**config.mk**
```make
export PLATFORM = sky130hd
export DESIGN_NAME = alu_share_ctrl
export DESIGN_NICKNAME = d
export VERILOG_FILES = /design/src/rtl/alu_pkg.sv /design/src/rtl/rr_arb2.sv /design/src/rtl/alu_share_ctrl.sv
export SDC_FILE = /design/constraint.sdc
export NUM_CORES = 1
export LEC_CHECK = 0
export ABC_AREA = 1
export BUFFER_PORTS_ARGS = -buffer_cell sky130_fd_sc_hd__buf_2
export CAP_MARGIN = 20
export CORE_ASPECT_RATIO = 1.1
export CORE_MARGIN = 2
export CORE_UTILIZATION = 41
export DETAILED_ROUTE_END_ITERATION = 16
export PLACE_DENSITY = 0.82
export REMOVE_ABC_BUFFERS = 1
export SKIP_LAST_GASP = 1
export SLEW_MARGIN = 20
export SYNTH_ARGS = -nofsm -noshare
export SYNTH_HDL_FRONTEND = slang
export SYNTH_SLANG_ARGS = --single-unit
```
**constraint.sdc**
```tcl
create_clock -name clk -period 1.85 [get_ports clk]
set_clock_uncertainty 0.05 [all_clocks]
set_input_delay 0.0925 -clock clk [delete_from_list [all_inputs] [get_ports clk]]
set_output_delay 0.0925 -clock clk [all_outputs]
set_load 0.005 [all_outputs]
```
**src/rtl/alu_pkg.sv**
```systemverilog
// Shared definitions for the yAlu sharing controller: op codes, legality check, FSM states.
package alu_pkg;

    localparam logic [2:0] OP_AND = 3'b000;
    localparam logic [2:0] OP_OR  = 3'b001;
    localparam logic [2:0] OP_ADD = 3'b010;
    localparam logic [2:0] OP_SUB = 3'b110;
    localparam logic [2:0] OP_SLT = 3'b111;

    typedef enum logic [1:0] {
        ST_IDLE = 2'b00,
        ST_EXEC = 2'b01,
        ST_RESP = 2'b10
    } state_t;

    function automatic logic op_legal(input logic [2:0] op);
        return (op == OP_AND) || (op == OP_OR) || (op == OP_ADD) ||
               (op == OP_SUB) || (op == OP_SLT);
    endfunction

endpackage

```
**src/rtl/rr_arb2.sv**
```systemverilog
// Two-way round-robin arbiter: one-hot grant, ptr selects the winner only on a tie.
module rr_arb2 (
    input  logic [1:0] req,
    input  logic       ptr,
    output logic [1:0] gnt
);

    always_comb begin
        gnt = req;
        if (req == 2'b11) begin
            gnt = ptr ? 2'b10 : 2'b01;
        end
    end

endmodule

```
**src/rtl/alu_share_ctrl.sv**
```systemverilog
// Round-robin scheduler sharing one combinational yAlu between two requesters.
// Optional golden-model self-check enabled by defining ALU_SHARE_CHECK_EN.
module alu_share_ctrl
    import alu_pkg::*;
#(
    parameter int WIDTH = 32
) (
    input  logic             clk,
    input  logic             rst_n,
    input  logic [1:0]       req_valid,
    output logic [1:0]       req_ready,
    input  logic [2:0]       req_op0,
    input  logic [2:0]       req_op1,
    input  logic [WIDTH-1:0] req_a0,
    input  logic [WIDTH-1:0] req_b0,
    input  logic [WIDTH-1:0] req_a1,
    input  logic [WIDTH-1:0] req_b1,
    output logic [1:0]       rsp_valid,
    input  logic [1:0]       rsp_ready,
    output logic [WIDTH-1:0] rsp_z,
    output logic             rsp_ex,
    output logic             rsp_err,
    output logic [WIDTH-1:0] alu_a,
    output logic [WIDTH-1:0] alu_b,
    output logic [2:0]       alu_op,
    input  logic [WIDTH-1:0] alu_z,
    input  logic             alu_ex,
    output logic             chk_mismatch
);

    state_t           state;
    logic             ptr;
    logic             g_p0;
    logic [1:0]       gnt;
    logic [2:0]       sel_op;
    logic [WIDTH-1:0] sel_a;
    logic [WIDTH-1:0] sel_b;

    rr_arb2 u_arb (
        .req (req_valid),
        .ptr (ptr),
        .gnt (gnt)
    );

    assign sel_op    = gnt[1] ? req_op1 : req_op0;
    assign sel_a     = gnt[1] ? req_a1  : req_a0;
    assign sel_b     = gnt[1] ? req_b1  : req_b0;
    assign req_ready = (state == ST_IDLE) ? (gnt & req_valid) : 2'b00;

    always_ff @(posedge clk) begin
        if (!rst_n) begin
            state     <= ST_IDLE;
            ptr       <= 1'b0;
            g_p0      <= 1'b0;
            rsp_valid <= 2'b00;
            rsp_z     <= '0;
            rsp_ex    <= 1'b0;
            rsp_err   <= 1'b0;
            alu_a     <= '0;
            alu_b     <= '0;
            alu_op    <= OP_AND;
        end else begin
            case (state)
                // Accept: illegal ops bypass the ALU so its inputs keep their last value
                ST_IDLE: begin
                    if (|req_valid) begin
                        g_p0 <= gnt[1];
                        if (op_legal(sel_op)) begin
                            alu_a  <= sel_a;
                            alu_b  <= sel_b;
                            alu_op <= sel_op;
                            state  <= ST_EXEC;
                        end else begin
                            rsp_z     <= '0;
                            rsp_ex    <= 1'b0;
                            rsp_err   <= 1'b1;
                            rsp_valid <= gnt;
                            state     <= ST_RESP;
                        end
                    end
                end
                // Execute: capture the combinational ALU result
                ST_EXEC: begin
                    rsp_z     <= alu_z;
                    rsp_ex    <= alu_ex;
                    rsp_err   <= 1'b0;
                    rsp_valid <= g_p0 ? 2'b10 : 2'b01;
                    state     <= ST_RESP;
                end
                // Respond: only the granted requester's rsp_ready completes the handshake
                ST_RESP: begin
                    if (rsp_ready[g_p0]) begin
                        rsp_valid <= 2'b00;
                        ptr       <= ~g_p0;
                        state     <= ST_IDLE;
                    end
                end
                default: state <= ST_IDLE;
            endcase
        end
    end

`ifdef ALU_SHARE_CHECK_EN
    function automatic logic [WIDTH-1:0] golden(input logic [2:0] op,
                                                input logic [WIDTH-1:0] a,
                                                input logic [WIDTH-1:0] b);
        logic signed [WIDTH-1:0] sa;
        logic signed [WIDTH-1:0] sb;
        sa = a;
        sb = b;
        case (op)
            OP_AND:  return a & b;
            OP_OR:   return a | b;
            OP_ADD:  return a + b;
            OP_SUB:  return a - b;
            OP_SLT:  return {{(WIDTH-1){1'b0}}, (sa < sb)};
            default: return '0;
        endcase
    endfunction

    logic chk_q;

    always_ff @(posedge clk) begin
        if (!rst_n) begin
            chk_q <= 1'b0;
        end else if ((state == ST_EXEC) && (golden(alu_op, alu_a, alu_b) != alu_z)) begin
            chk_q <= 1'b1;
        end
    end

    assign chk_mismatch = chk_q;
`else
    assign chk_mismatch = 1'b0;
`endif

endmodule

```
==> metrics.md, run 1 <==
| Metric | Value |
|---|---|
| CTS tree | done |
| Worst path cell trace | inv_1, ha_2, inv_1, nor2_2, nand3_4, inv_6, clkbuf_16, nand2_1, a21oi_1 |
| Finished layout cell area | 0.00701 mm² |
| Crit Path Max Fanout | 21 |
| DR WL/cell | 12.6 µm |
| I/O pin count | 279 |
| Post-Syn Area | 0.00510 mm² |
| Die Y | 121 µm |
| Port Buffers | 277 |
| Largest net degree at the start of global routing | 68 |
| Final Util | 58.0% |
| Register area share after synthesis | 42.0% |
| Post-Syn Instances | 814 |
| ANT cells | 0 |
| YS warnings | 0 |
| Crit start category | register |
| First-pass GRT wire length | 23000 µm |
| Synth Area in XOR/XNOR | 0% |
| Mux contribution to synthesized area | 0% |
| Post-synth ARST share | 0% |
| Area added between synthesis and finish | 37.4% |
| Synth cell count leaders | nand2_1, dfxtp_1, a21oi_1 |
| Layout cells sized above 1 | 29.6% |
| Core ar. | 0.0121 mm² |
| Top cells by area, synth | dfxtp_1, nand2_1, a21oi_1 |
| CP Class | register to register |
| DRT antenna net count | 0 |
| Delay-heaviest family, CP | buffers and inverters |
| Overall routing resource usage | 21.7% |
| Crit share post-route | 92.3% |
| Remaining DRCs | 0 |
| Hold WS | 0.0276 ns |
| Unique cell type count in the Yosys netlist | 21 |
| RePlAce Congestion | 0.852 |
| Hold Crit Class | input port to register |
| Peak supply drop | 0.503 mV |
| Setup ws final | 0.143 ns |
| Rows | 42 |
| WP buf/inv | 4 |
| Synth top area share | 42.0% |
| Max Slew Vio Count | 0 |
| Initial antenna violation count | 0 |
| Count leader, synth | nand2_1 |
| Final HPWL DP | 10700 µm |
| Placed cell area | 0.00662 mm² |
| Die footprint | 0.0134 mm² |
| CTS max path bufs | 2 |
| Sinks on the clock net | 107 |
| RSZ-0062 raised after global routing | no |
| Syn_area_per_cell | 6.27 µm² |
| Largest stage delay, worst path | 0.34 ns |
| Final hold vios | 0 |
| Worst path arrival time | 1.93 ns |
| Die X | 110 µm |
| Crit path capture type | register |
| FF+latch count, synth | 107 |
| Fin crit period | 1.71 ns |
| Max Cap Viol | 0 |
| Main synth FF type | dfxtp_1 |
| Reg clk slew, reported paths | 0.07 ns |
| Worst endpoint required time | 2.07 ns |
| Vias in the first global route | 5162 |
| PD cells | 1060 mW/mm² |
| Global route total overflow | 0 |
| Total routed wirelength | 15400 µm |
| Status | finished, final reports clean |
| Most frequent CP cell | inv_1 |
| DR iter-0 viols | 300 |
| Synthesized-area fraction occupied by adder cells | 0.981% |
| Clock latency on the worst-skew pair | 0.35 ns |
| DP Cell Count | 1201 |
| Leak | 0.00385 µW |
| Via count | 5835 |
| DR pass1 iterations | 6 |
| Number of synthesized flops with an enable pin | 0 |
| Pre-CTS setup slack | 0.0694 ns |
| H-tree Lvls | 3 |
| Vias/cell | 4.79 |
| CTS root buf | clkbuf_16 |
| Synth Area in Simple Gates | 38.1% |
| Maximum clock frequency | 586 MHz |
| Final non-filler cell total | 1218 |
| Crit-path slowest cell | dfxtp_1 |
| Synth Area in Compound Gates | 9.98% |
| Num CTS Buffers | 9 |
| Final Setup Violations | 0 |
| Main combinational cell family by area after synthesis | simple AND/OR/NAND/NOR gates |
| Post-synth top area cell | dfxtp_1 |
| Final layout net count | 1238 |
| Initial Util | 42.2% |
[layer usage]
metal | track usage, % | up-vias | share of wire (%) | wire length, µm
met5 | 0 | - | 0 | 0
met4 | 13.7 | 0 | 5.0 | 775
met3 | 4.03 | 56 | 6.5 | 999
met2 | 37.0 | 214 | 48 | 7430
met1 | 24.5 | 2570 | 40 | 6160
li1 | - | 2995 | - | -
[per-stage QoR]
stage | power, µW | TNS [ns]
2_1_floorplan | 4240 | -187.00
3_3_place_gp | 5360 | 0
3_5_place_dp | 5410 | 0
4_1_cts | 7370 | 0
5_1_grt | 7930 | 0
6_report | 7440 | 0
[worst register-to-register path: stages (launching register included)]
cell,delay (ns)
dfxtp_1,0.34
inv_1,0.10
ha_2,0.22
inv_1,0.08
nor2_2,0.17
nand3_4,0.15
inv_6,0.14
clkbuf_16,0.20
nand2_1,0.06
a21oi_1,0.12
[cells in the final DEF, fill, tap and decap left out, drive strengths merged]
master,Yosys,final
nor2,20,20
bufinv,0,1
inv,47,47
a21oi,92,92
or2,1,1
conb,1,1
nand3,43,43
a31oi,1,1
o21a,2,2
dfxtp,107,107
nand3b,1,1
clkbuf,21,14
o21ai,3,3
o22ai,2,2
nand2,435,435
dlygate4sd3,0,1
buf,34,288
clkinv,0,1
ha,4,4
[final timing paths]
kind	from	endpoint	slack, ns	cells past startpoint
worst max-delay path	state[0]	alu_b[28]	0.14	9
worst min register to register	rsp_valid[0]	rsp_valid[0]	0.41	2
worst max register to register	state[0]	alu_b[28]	0.14	9
worst min-delay path	alu_z[29]	rsp_z[29]	0.03	5
[cells by family after synthesis]
family | Yosys count
simple gates | 500
buf+inv | 102
fa+ha+maj | 4
other cells | 1
flops | 107
compound gates | 100
[what timing repair did]
| item | in CTS | in global routing |
|---|---|---|
| endpoints found under the hold margin | 3 | 0 |
| hold buffers | 1 | 0 |
| setup endpoints to repair | 0 | 81 |
| buffers inserted | 0 | 0 |
| gates resized for setup | 0 | 8 |
[cell type report]
| type | instances | area [µm²] |
|---|---|---|
| Fill cell | 1177 | 5080 |
| Multi-Input combinational cell | 605 | 2530 |
| Sequential cell | 107 | 2140 |
| Timing Repair Buffer | 291 | 1650 |
| Clock buffer | 12 | 267 |
| Tap cell | 154 | 193 |
| Inverter | 47 | 181 |
| Clock inverter | 2 | 35.0 |
[flip-flops by register name, indices dropped and copies added, names as in the netlist, 2 cells and up]
register	count
alu_a	32
alu_b	32
rsp_z	32
alu_op	3
rsp_valid	2
state	2
[report_power, final]
part / internal [µW] / switching [µW]
Sequential: 2660 / 171
Combinational: 1090 / 1560
Clock: 1140 / 824
Total: 4890 / 2550
Power figures use the tool's default switching activity.
==> inputs of run 2 (changes only) <==
--- a/config.mk
+++ b/config.mk
@@ -10,9 +10,9 @@
 export CAP_MARGIN = 20
 export CORE_ASPECT_RATIO = 1.1
 export CORE_MARGIN = 2
-export CORE_UTILIZATION = 41
+export CORE_UTILIZATION = 45
 export DETAILED_ROUTE_END_ITERATION = 16
-export PLACE_DENSITY = 0.82
+export PLACE_DENSITY = 0.85
 export REMOVE_ABC_BUFFERS = 1
 export SKIP_LAST_GASP = 1
 export SLEW_MARGIN = 20
==> constraint.sdc (replaced) <==
create_clock -name clk -period 1.65 [get_ports clk]
set_clock_uncertainty 0.05 [all_clocks]
set_input_delay 0.0825 -clock clk [delete_from_list [all_inputs] [get_ports clk]]
set_output_delay 0.0825 -clock clk [all_outputs]
set_load 0.005 [all_outputs]
==> run 2 against run 1 <==
Via count rose by 1.7%. Wire length rose by 3.0%. Non-clock buffer count rose by 13. Global-route usage rose by 2.6 points. Sequential share of layout area fell by 1.0 points. Sequential power rose by 12%. Power rose by 15%. Critical path type unchanged. Highest routed layer unchanged.
==> metrics.md, run 2 (same netlist as run 1, synthesis figures left out) <==
| Metric | Value |
|---|---|
| Status | finished, final reports clean |
| Vias in the first global route | 5428 (+5.2%) |
| Top Registers | alu_a x32, alu_b x32, rsp_z x32 |
| RePlAce Congestion | 0.871 (+2.2%) |
| Crit path capture type | register |
| DR iter-0 viols | 315 (+5.0%) |
| Global route total overflow | 0 (unchanged) |
| WP buf/inv | 4 (unchanged) |
| Delay-heaviest family, CP | simple AND/OR/NAND/NOR gates |
| Layout cells sized above 1 | 33.0% (+3.4 points) |
| Hold Startpoint | req_a1[30] |
| Die footprint | 0.0122 mm² (-8.6%) |
| DRT antenna net count | 0 (unchanged) |
| Die X | 106 µm (-4.4%) |
| Commonest non-fill, non-tap cell in the layout | nand2_1 |
| Crit Path Max Fanout | 8 (-62%) |
| Via count | 5936 (+1.7%) |
| Crit-path slowest cell | dfxtp_4 |
| Leak | 0.00396 µW (+2.8%) |
| Seq pwr share | 37.1% (-0.9 points) |
| CTS max path bufs | 2 (unchanged) |
| Core ar. | 0.0110 mm² (-8.9%) |
| Overall routing resource usage | 24.4% (+2.6 points) |
| Crit share post-route | 99.2% (+7.0 points) |
| Final HPWL DP | 11000 µm (+3.2%) |
| First-pass GRT wire length | 24300 µm (+5.5%) |
| Largest stage delay, worst path | 0.38 ns (+0.04 ns) |
| Final hold vios | 0 (unchanged) |
| Worst path arrival time | 1.80 ns (-0.13 ns) |
| Fill cells | 993 (-16%) |
| Largest net degree at the start of global routing | 55 (-19%) |
| PD cells | 1180 mW/mm² (+11%) |
| Most frequent CP cell | nand3_4 |
| Max Slew Vio Count | 0 (unchanged) |
| Worst Setup SP | ptr |
| Final layout net count | 1251 (+1.1%) |
| Sinks on the clock net | 107 (unchanged) |
| Total routed wirelength | 15800 µm (+3.0%) |
| Worst path cell trace | inv_4, nand2_4, nand3_1, nand2_2, nand3_4, nand3_4, inv_8, buf_12, clkbuf_16, nand2_1, a21oi_1 |
| Most frequent cells in the layout | nand2_1, buf_2, dfxtp_1, a21oi_1, inv_1 |
| Worst endpoint required time | 1.81 ns (-0.26 ns) |
| Crit start category | register |
| Final setup TNS | 0 ns (unchanged) |
| Initial antenna violation count | 0 (unchanged) |
| ANT cells | 0 (unchanged) |
| Reg-to-reg critical path startpoint | ptr |
| Area added between synthesis and finish | 42.4% |
| CP Class | register to register |
| Hold Crit Class | input port to register |
| Num CTS Buffers | 9 (unchanged) |
| Vias/cell | 4.84 (+1.1%) |
| Setup ws final | 0.0125 ns (-0.131 ns) |
| Slew @ Worst Pin | 0.525 ns |
| Port Buffers | 277 (unchanged) |
| Peak supply drop | 0.748 mV (+49%) |
| Internal | 5540 µW (+13%) |
| Rows | 40 (-4.8%) |
| Combinational cell fraction of total power | 38.8% (+3.2 points) |
| Reg clk slew, reported paths | 0.08 ns (about the same) |
| Switching share of power | 35.5% (+1.2 points) |
| Clock latency on the worst-skew pair | 0.33 ns (-0.02 ns) |
| I/O pin count | 279 (unchanged) |
| H-tree Lvls | 3 (unchanged) |
| Maximum clock frequency | 611 MHz (+4.2%) |
| Total power | 8580 µW (+15%) |
| Clock share of power | 24.1% (-2.3 points) |
| DR pass1 iterations | 4 (-2) |
| CTS tree | done |
| Die Y | 116 µm (-4.4%) |
| Slew Limit Headroom | 65.0% |
| CTS root buf | clkbuf_16 |
| Fin crit period | 1.64 ns (-0.0692 ns) |
| Initial Util | 46.3% (+4.1 points) |
| RSZ-0062 raised after global routing | yes |
| Final Setup Violations | 0 (unchanged) |
| Pre-CTS setup slack | -0.0457 ns (-0.115 ns) |
| Remaining DRCs | 0 (unchanged) |
| DR WL/cell | 12.9 µm (+2.3%) |
| P_sw | 3050 µW (+19%) |
| Max Cap Viol | 0 (unchanged) |
## run 2: cell types whose count changed in the layout (fill, tap and decap cells not counted), sizes merged
| cell | previous run | this run |
|---|---|---|
| bufinv | 1 | 0 |
| buf | 288 | 300 |
| clkinvlp | 0 | 1 |
| inv | 47 | 50 |
## run 2: metrics by stage
stage / utilization [%] / std cells / cell area [µm²] / hold slack [ns]
2_1_floorplan: - / 759 / 4820 / 0.150
4_1_cts: 64.0 / 1221 / 7050 / 0.0213
3_5_place_dp: 60.1 / 1202 / 6620 / 0.309
6_report: 66.0 / 1226 / 7260 / 0.0258
5_1_grt: 66.0 / 1226 / 7260 / 0.0432
3_3_place_gp: 60.1 / 1202 / 6620 / 0.312
## run 2: cell type report
cell class / count / area [µm²] / share of cell area (%)
clock buffer: 11 / 243 / 3.34
clock inverter: 5 / 42.5 / 0.586
inverter: 47 / 186 / 2.57
multi-input combinational: 605 / 2660 / 36.6
sequential: 107 / 2150 / 29.5
tap: 147 / 184 / 2.53
timing repair buffer: 304 / 1800 / 24.8
## run 2: power groups by stage
stage	clock network, µW	registers, µW	logic, µW
final	2070	3180	3330
after global placement	0	3220	2770
after CTS	2110	3180	3070
after detailed placement	0	3230	2820
after global routing	2210	3230	3710
after floorplan	0	3270	1490
## run 2: per-layer routing
layer	GRT usage (%)	vias up	share of wire, %
met4	10.6	0	3.7
met2	44.0	225	49
met3	5.23	46	6.3
met1	27.9	2639	41
met5	0	-	0
li1	-	3026	-
## run 2: worst min-delay path: stages
cell and delay, ns:
buf_2 0.09, nand2_1 0.05, nand2_1 0.04, nand2_1 0.05, a21oi_1 0.05
## run 2: final timing paths
check | endpoint | slack (ns) | cells after the start
worst max-delay path | alu_b[0] | 0.01 | 11
worst min register to register | alu_b[13] | 0.41 | 2
worst max register to register | alu_b[0] | 0.01 | 11
worst min-delay path | alu_a[30] | 0.03 | 5
## run 2: timing repair
item                                    in CTS  in global routing
cloned                                       2                  3
gates resized for setup                     16                 42
pin swaps                                    3                  8
endpoints found under the setup margin      94                104
hold buffers                                 1                  0
setup buffers                                0                  3
hold endpoints to repair                     3                  0
